**src/rtl/packet_history_extract.sv**
```systemverilog
// packet_history_extract: receive end of the packet-history stream.
// Each packet carries two 512-bit history header beats ahead of the original
// frame. The headers are stripped, the frame is forwarded through a single
// register stage, and the eight carried tuples are drained oldest first on
// a separate tuple interface while the payload flows.

module packet_history_extract #(
    parameter int C_M_AXIS_DATA_WIDTH  = 512,
    parameter int C_S_AXIS_DATA_WIDTH  = 512,
    parameter int C_M_AXIS_TUSER_WIDTH = 128,
    parameter int C_S_AXIS_TUSER_WIDTH = 128,
    parameter int TUPLE_WIDTH          = 112,
    parameter int HIST_ENTRIES         = 8,
    parameter int PTR_WIDTH            = 4
) (
    input  logic                              clk,
    input  logic                              reset,
    input  logic [C_S_AXIS_DATA_WIDTH-1:0]    s_axis_tdata,
    input  logic [C_S_AXIS_DATA_WIDTH/8-1:0]  s_axis_tkeep,
    input  logic [C_S_AXIS_TUSER_WIDTH-1:0]   s_axis_tuser,
    input  logic                              s_axis_tvalid,
    output logic                              s_axis_tready,
    input  logic                              s_axis_tlast,
    output logic [C_M_AXIS_DATA_WIDTH-1:0]    m_axis_tdata,
    output logic [C_M_AXIS_DATA_WIDTH/8-1:0]  m_axis_tkeep,
    output logic [C_M_AXIS_TUSER_WIDTH-1:0]   m_axis_tuser,
    output logic                              m_axis_tvalid,
    input  logic                              m_axis_tready,
    output logic                              m_axis_tlast,
    output logic [TUPLE_WIDTH-1:0]            hist_tuple,
    output logic [$clog2(HIST_ENTRIES)-1:0]   hist_index,
    output logic                              hist_valid,
    input  logic                              hist_ready,
    output logic                              hist_last,
    output logic [15:0]                       err_count
);

    localparam int IDX_W         = $clog2(HIST_ENTRIES);
    localparam int ISSUE_W       = IDX_W + 1;
    localparam int TPB           = HIST_ENTRIES / 2;   // tuples per header beat
    localparam int HDR_TUPLE_LSB = 16;
    // Only the low IDX_W bits of the pointer field select an entry.
    localparam int PTR_LSBS      = (PTR_WIDTH > IDX_W) ? IDX_W : PTR_WIDTH;

    localparam logic [1:0] ST_HDR0    = 2'd0;
    localparam logic [1:0] ST_HDR1    = 2'd1;
    localparam logic [1:0] ST_PAYLOAD = 2'd2;

    logic [1:0]                       state_q, state_d;
    logic [IDX_W-1:0]                 ptr_q, ptr_d;
    logic [TUPLE_WIDTH-1:0]           mem_q [HIST_ENTRIES];
    logic [TUPLE_WIDTH-1:0]           mem_d [HIST_ENTRIES];
    logic                             drain_busy_q, drain_busy_d;
    logic [ISSUE_W-1:0]               issue_k_q, issue_k_d;
    logic [C_M_AXIS_DATA_WIDTH-1:0]   m_data_q, m_data_d;
    logic [C_M_AXIS_DATA_WIDTH/8-1:0] m_keep_q, m_keep_d;
    logic [C_M_AXIS_TUSER_WIDTH-1:0]  m_user_q, m_user_d;
    logic                             m_last_q, m_last_d;
    logic                             m_valid_q, m_valid_d;
    logic [TUPLE_WIDTH-1:0]           h_tuple_q, h_tuple_d;
    logic [IDX_W-1:0]                 h_index_q, h_index_d;
    logic                             h_valid_q, h_valid_d;
    logic                             h_last_q, h_last_d;
    logic [15:0]                      err_q, err_d;

    logic                             s_ready_s;
    logic                             s_hs_s;
    logic                             issue_done_s;
    logic [IDX_W-1:0]                 rd_idx_s;

    // Input acceptance: headers wait for a finished drain, payload follows the output register.
    always_comb begin
        case (state_q)
            ST_HDR0:    s_ready_s = !drain_busy_q;
            ST_HDR1:    s_ready_s = 1'b1;
            ST_PAYLOAD: s_ready_s = !m_valid_q || m_axis_tready;
            default:    s_ready_s = 1'b0;
        endcase
    end

    assign s_hs_s       = s_axis_tvalid && s_ready_s;
    assign issue_done_s = (issue_k_q == ISSUE_W'(HIST_ENTRIES));
    assign rd_idx_s     = ptr_q + issue_k_q[IDX_W-1:0];

    // Next-state logic for the header FSM, output register, drain and error counter.
    always_comb begin
        state_d      = state_q;
        ptr_d        = ptr_q;
        mem_d        = mem_q;
        drain_busy_d = drain_busy_q;
        issue_k_d    = issue_k_q;
        m_data_d     = m_data_q;
        m_keep_d     = m_keep_q;
        m_user_d     = m_user_q;
        m_last_d     = m_last_q;
        m_valid_d    = m_valid_q;
        h_tuple_d    = h_tuple_q;
        h_index_d    = h_index_q;
        h_valid_d    = h_valid_q;
        h_last_d     = h_last_q;
        err_d        = err_q;

        case (state_q)
            ST_HDR0: begin
                if (s_hs_s) begin
                    ptr_d = IDX_W'(s_axis_tdata[PTR_LSBS-1:0]);
                    for (int k = 0; k < TPB; k++) begin
                        mem_d[k] = s_axis_tdata[HDR_TUPLE_LSB + TUPLE_WIDTH*k +: TUPLE_WIDTH];
                    end
                    if (s_axis_tlast) begin
                        if (err_q != 16'hFFFF) begin
                            err_d = err_q + 16'd1;
                        end else begin
                            err_d = err_q;
                        end
                    end else begin
                        state_d = ST_HDR1;
                    end
                end else begin
                    state_d = ST_HDR0;
                end
            end
            ST_HDR1: begin
                if (s_hs_s) begin
                    for (int k = 0; k < TPB; k++) begin
                        mem_d[TPB + k] = s_axis_tdata[HDR_TUPLE_LSB + TUPLE_WIDTH*k +: TUPLE_WIDTH];
                    end
                    if (s_axis_tlast) begin
                        // Empty frame: header is useless, so no drain is started.
                        if (err_q != 16'hFFFF) begin
                            err_d = err_q + 16'd1;
                        end else begin
                            err_d = err_q;
                        end
                        state_d = ST_HDR0;
                    end else begin
                        drain_busy_d = 1'b1;
                        issue_k_d    = {ISSUE_W{1'b0}};
                        state_d      = ST_PAYLOAD;
                    end
                end else begin
                    state_d = ST_HDR1;
                end
            end
            ST_PAYLOAD: begin
                if (s_hs_s && s_axis_tlast) begin
                    state_d = ST_HDR0;
                end else begin
                    state_d = ST_PAYLOAD;
                end
            end
            default: begin
                state_d = ST_HDR0;
            end
        endcase

        // Single register stage on the frame path; data is left untouched once drained.
        if (s_hs_s && (state_q == ST_PAYLOAD)) begin
            m_data_d  = s_axis_tdata;
            m_keep_d  = s_axis_tkeep;
            m_user_d  = s_axis_tuser;
            m_last_d  = s_axis_tlast;
            m_valid_d = 1'b1;
        end else if (m_axis_tready) begin
            m_valid_d = 1'b0;
        end else begin
            m_valid_d = m_valid_q;
        end

        // Drain: refill the tuple register whenever it is empty or being accepted.
        if (drain_busy_q && !issue_done_s && (!h_valid_q || hist_ready)) begin
            h_tuple_d = mem_q[rd_idx_s];
            h_index_d = issue_k_q[IDX_W-1:0];
            h_last_d  = (issue_k_q == ISSUE_W'(HIST_ENTRIES - 1));
            h_valid_d = 1'b1;
            issue_k_d = issue_k_q + ISSUE_W'(1);
        end else if (h_valid_q && hist_ready) begin
            h_valid_d = 1'b0;
            if (h_last_q) begin
                drain_busy_d = 1'b0;
            end else begin
                drain_busy_d = drain_busy_q;
            end
        end else begin
            h_valid_d = h_valid_q;
        end
    end

    // State registers with synchronous active-high reset that aborts any packet or drain.
    always_ff @(posedge clk) begin
        if (reset) begin
            state_q      <= ST_HDR0;
            ptr_q        <= {IDX_W{1'b0}};
            for (int i = 0; i < HIST_ENTRIES; i++) begin
                mem_q[i] <= {TUPLE_WIDTH{1'b0}};
            end
            drain_busy_q <= 1'b0;
            issue_k_q    <= {ISSUE_W{1'b0}};
            m_data_q     <= {C_M_AXIS_DATA_WIDTH{1'b0}};
            m_keep_q     <= {(C_M_AXIS_DATA_WIDTH/8){1'b0}};
            m_user_q     <= {C_M_AXIS_TUSER_WIDTH{1'b0}};
            m_last_q     <= 1'b0;
            m_valid_q    <= 1'b0;
            h_tuple_q    <= {TUPLE_WIDTH{1'b0}};
            h_index_q    <= {IDX_W{1'b0}};
            h_valid_q    <= 1'b0;
            h_last_q     <= 1'b0;
            err_q        <= 16'd0;
        end else begin
            state_q      <= state_d;
            ptr_q        <= ptr_d;
            mem_q        <= mem_d;
            drain_busy_q <= drain_busy_d;
            issue_k_q    <= issue_k_d;
            m_data_q     <= m_data_d;
            m_keep_q     <= m_keep_d;
            m_user_q     <= m_user_d;
            m_last_q     <= m_last_d;
            m_valid_q    <= m_valid_d;
            h_tuple_q    <= h_tuple_d;
            h_index_q    <= h_index_d;
            h_valid_q    <= h_valid_d;
            h_last_q     <= h_last_d;
            err_q        <= err_d;
        end
    end

    assign s_axis_tready = s_ready_s;
    assign m_axis_tdata  = m_data_q;
    assign m_axis_tkeep  = m_keep_q;
    assign m_axis_tuser  = m_user_q;
    assign m_axis_tlast  = m_last_q;
    assign m_axis_tvalid = m_valid_q;
    assign hist_tuple    = h_tuple_q;
    assign hist_index    = h_index_q;
    assign hist_valid    = h_valid_q;
    assign hist_last     = h_last_q;
    assign err_count     = err_q;

endmodule

```
**config.mk**
```make
export PLATFORM = sky130hd
export DESIGN_NAME = packet_history_extract
export DESIGN_NICKNAME = d
export VERILOG_FILES = /design/src/rtl/packet_history_extract.sv
export SDC_FILE = /design/constraint.sdc
export NUM_CORES = 2
export LEC_CHECK = 0
export BUFFER_PORTS_ARGS = -buffer_cell sky130_fd_sc_hd__buf_4
export CAP_MARGIN = 25
export CORE_AREA = 2 2 602 604
export DETAILED_ROUTE_END_ITERATION = 6
export DIE_AREA = 0 0 604 606
export GPL_TIMING_DRIVEN = 0
export PLACE_DENSITY = 0.36
export SLEW_MARGIN = 20
export SYNTH_ARGS = -nofsm -noshare
export SYNTH_HDL_FRONTEND = slang
export SYNTH_SLANG_ARGS = --single-unit
```
**constraint.sdc**
```tcl
create_clock -name clk -period 2.7 [get_ports clk]
set_clock_uncertainty 0.1 [all_clocks]
set_input_delay 0.405 -clock clk [delete_from_list [all_inputs] [get_ports clk]]
set_output_delay 0.405 -clock clk [all_outputs]
set_load 0.005 [all_outputs]
```
==> results.md <==
* Sequential share of the synthesized area at 52.5%
* Vias at 68800
* WL final at 460000 µm
* Yosys top cell by area: dfxtp_1
* P&R area growth vs syn at 52.7%
* Pwr per Cell Area at 689 nW/µm²
* DRT antenna net count at 0
* Final worst slack at -0.0879 ns
* Synth Warn # at 0
* Global Route Usage Sum at 24.2%
* Top_reg_cell synth: dfxtp_1
* Nets@finish at 11200
* Worst slack at placement at -1.36 ns
* Critical path type: reg2reg
* Post-route DRC at 0
* Max-Cap Viols at 0
* Worst vdd ir at 0.000547 V
* Area contributors post-synth: dfxtp_1 53%, nand2_1 18%, a21oi_1 12%
* Clock sink count at 1745
* WP data arrival at 3.46 ns
* Syn_nets at 8623
* Antenna violations before repair at 122
* Fmax at 0.359 GHz
* Critical Path End Type: flop
* Clock-pin slew on the worst setup and hold paths at 0.06 ns
* FFs w/ async S/R, synth at 0%
* Core area at 360000 µm²
* FF/Latch Area at 34900 µm²
* Synth Register Bits at 1745
* First-pass detailed-route iteration total at 6
* Ports at 1550
* Iteration-0 DRC Markers at 5043
* Number of cell rows at 221
* Most numerous cell in the Yosys netlist: nand2_1
* Full die area at 366000 µm²
* Area of the multi-input gates at 29200 µm²
* Starting Density at 18.5%
* Clk buf depth at 4
* Pins Over Slew Limit at 0
* Most frequent cells after synthesis: 3222 x nand2_1, 1745 x dfxtp_1, 1626 x a21oi_1
* Synth cell types at 47
* CP max FO at 5
* Lkg Pwr at 38.1 nW
* R2r setup slk at -0.09 ns
* Vias in the first global route at 66800
* Ratio of cells with drive above 1 in the final layout at 24.8%
* Largest net degree at the start of global routing at 19
* Worst hold path type: in2reg
* Num CTS Buffers at 219
* RSZ-0062 raised after global routing: yes
* CTS tree: done
* Fin Hold WS at 0.152 ns
* Final hold violations at 0
* Per-cell routed wire length at 29.8 µm
* Mapped Area at 66500 µm²
* Final Util at 28.2%
* Min Tclk post-route at 2.79 ns
* Post-route insts no fill at 15500
* Setup TNS at -1.61 ns
* Cell count after synthesis at 7908
* Post-DP HPWL at 369000 µm
* First-pass GRT wire length at 603000 µm
* Fill cells at 38900
* Post-synth EDFFs at 0
* H-tree levels at 4
* Worst-skew pair later-pin latency at 0.95 ns
* Post-synth top area share at 52.5%
* Slew margin rel. at 30.9%
* Final setup violation count at 54
* Fin crit share at 103%
* Failing checks: setup timing
* Syn_area_per_cell at 8.41 µm²
* Clock Tree Root: clkbuf_16
* Worst Tran Pin Value at 1.04 ns
* DIE HEIGHT at 606 µm
* Port bufs at 1548
* Vias per std cell at 4.44
* CP Launch Type: flop
* Post-placement cell count at 14300
* Gpl congestion at 0.936
* Grt ovf at 0
* CP required at 3.37 ns
* DIE WIDTH at 604 µm
* Outcome: finished with violations
[state kept, by name (all words and copies together) (netlist names)]
name           flops
hist_tuple       112
m_axis_tlast       1
m_axis_tkeep      64
hist_last          1
mem_q            896
hist_index         3
m_axis_tuser     128
state_q            2
drain_busy_q       1
hist_valid         1
m_axis_tdata     512
issue_k_q          4
ptr_q              3
err_count         16
m_axis_tvalid      1
[where the power goes]
| part | internal [W] | switching, W | total [W] |
|---|---|---|---|
| sequential | 0.0268 | 0.000645 | 0.0275 |
| clock | 0.0182 | 0.0129 | 0.0311 |
| combinational | 0.00456 | 0.00677 | 0.0113 |
| total | 0.0496 | 0.0204 | 0.0699 |
[per-layer routing]
metal / vias up / track usage [%] / wire [µm] / part of all wire (%)
met5: - / 0 / 100 / 0.022
met4: 16 / 7.45 / 14800 / 3.2
met3: 529 / 4.21 / 28700 / 6.2
met2: 2654 / 41.5 / 222000 / 48
met1: 34100 / 30.6 / 195000 / 42
li1: 31500 / - / - / -
[through the flow]
stage	total power, W	instance area [µm²]
after floorplan	0.0320	66500
after global placement	0.0374	84100
after detailed placement	0.0375	84600
after CTS	0.0707	101000
after global routing	0.0724	101000
final	0.0699	102000
[placed cells by master (no fill, tap or decap), types with 9 or more instances in the layout]
cell,n
clkbuf_16,222
clkbuf_4,19
a211oi_2,30
o21ai_0,9
mux2i_1,43
buf_8,20
buf_4,1593
nor2_1,122
buf_2,131
bufinv_16,15
mux2i_4,36
buf_6,64
a21oi_1,1626
mux4_2,221
buf_16,18
clkinv_2,33
mux2i_2,33
a211oi_1,83
dlygate4sd3_1,709
clkbuf_2,48
buf_1,9
clkbuf_1,344
clkbuf_8,63
nand3_1,9
nand2_1,3222
diode_2,58
dfxtp_1,1740
buf_12,48
[what timing repair did]
action | in CTS | in global routing
resized for setup | 314 | 106
setup buffers | 30 | 4
gates cloned | 11 | 2
hold buffers | 709 | 0
setup endpoints to repair | 1423 | 437
pin swaps | 31 | 25
endpoints found under the hold margin | 1611 | 0
[worst paths after layout]
| check | start | cells after the start | end |
|---|---|---|---|
| max | issue_k_q[0]$_SDFFE_PP0P_ | 9 | hist_tuple[59]$_SDFFE_PP0P_ |
| min | s_axis_tdata[221] | 4 | mem_q[317]$_SDFFE_PP0P_ |
| max reg2reg | issue_k_q[0]$_SDFFE_PP0P_ | 9 | hist_tuple[59]$_SDFFE_PP0P_ |
| min reg2reg | mem_q[671]$_SDFFE_PP0P_ | 2 | mem_q[671]$_SDFFE_PP0P_ |
[critical path: stages (launching register included)]
cell and delay, ns:
dfxtp_4 0.35, ha_4 0.15, fa_1 0.58, buf_12 0.14
buf_12 0.13, buf_12 0.14, buf_12 0.14, mux4_2 0.53
mux2i_2 0.21, a211oi_1 0.10
[area by class of cell]
class / count / area share, %
sequential: 1745 / 34.4
multi-input combinational: 5514 / 28.8
timing repair buffer: 2319 / 19.6
clock buffer: 333 / 6.45
tap: 4794 / 5.91
buffer: 636 / 3.84
clock inverter: 67 / 0.890
antenna: 58 / 0.143
inverter: 7 / 0.0259
[logic make-up after synthesis]
group	share of synthesized area, %
simple gates	19.5
compound gates	13.7
flops	52.5
buf+inv	4.71
mux	9.35
fa+ha+maj	0.105
xor+xnor	0.0376
No activity file was read; power rests on OpenSTA's default activity.
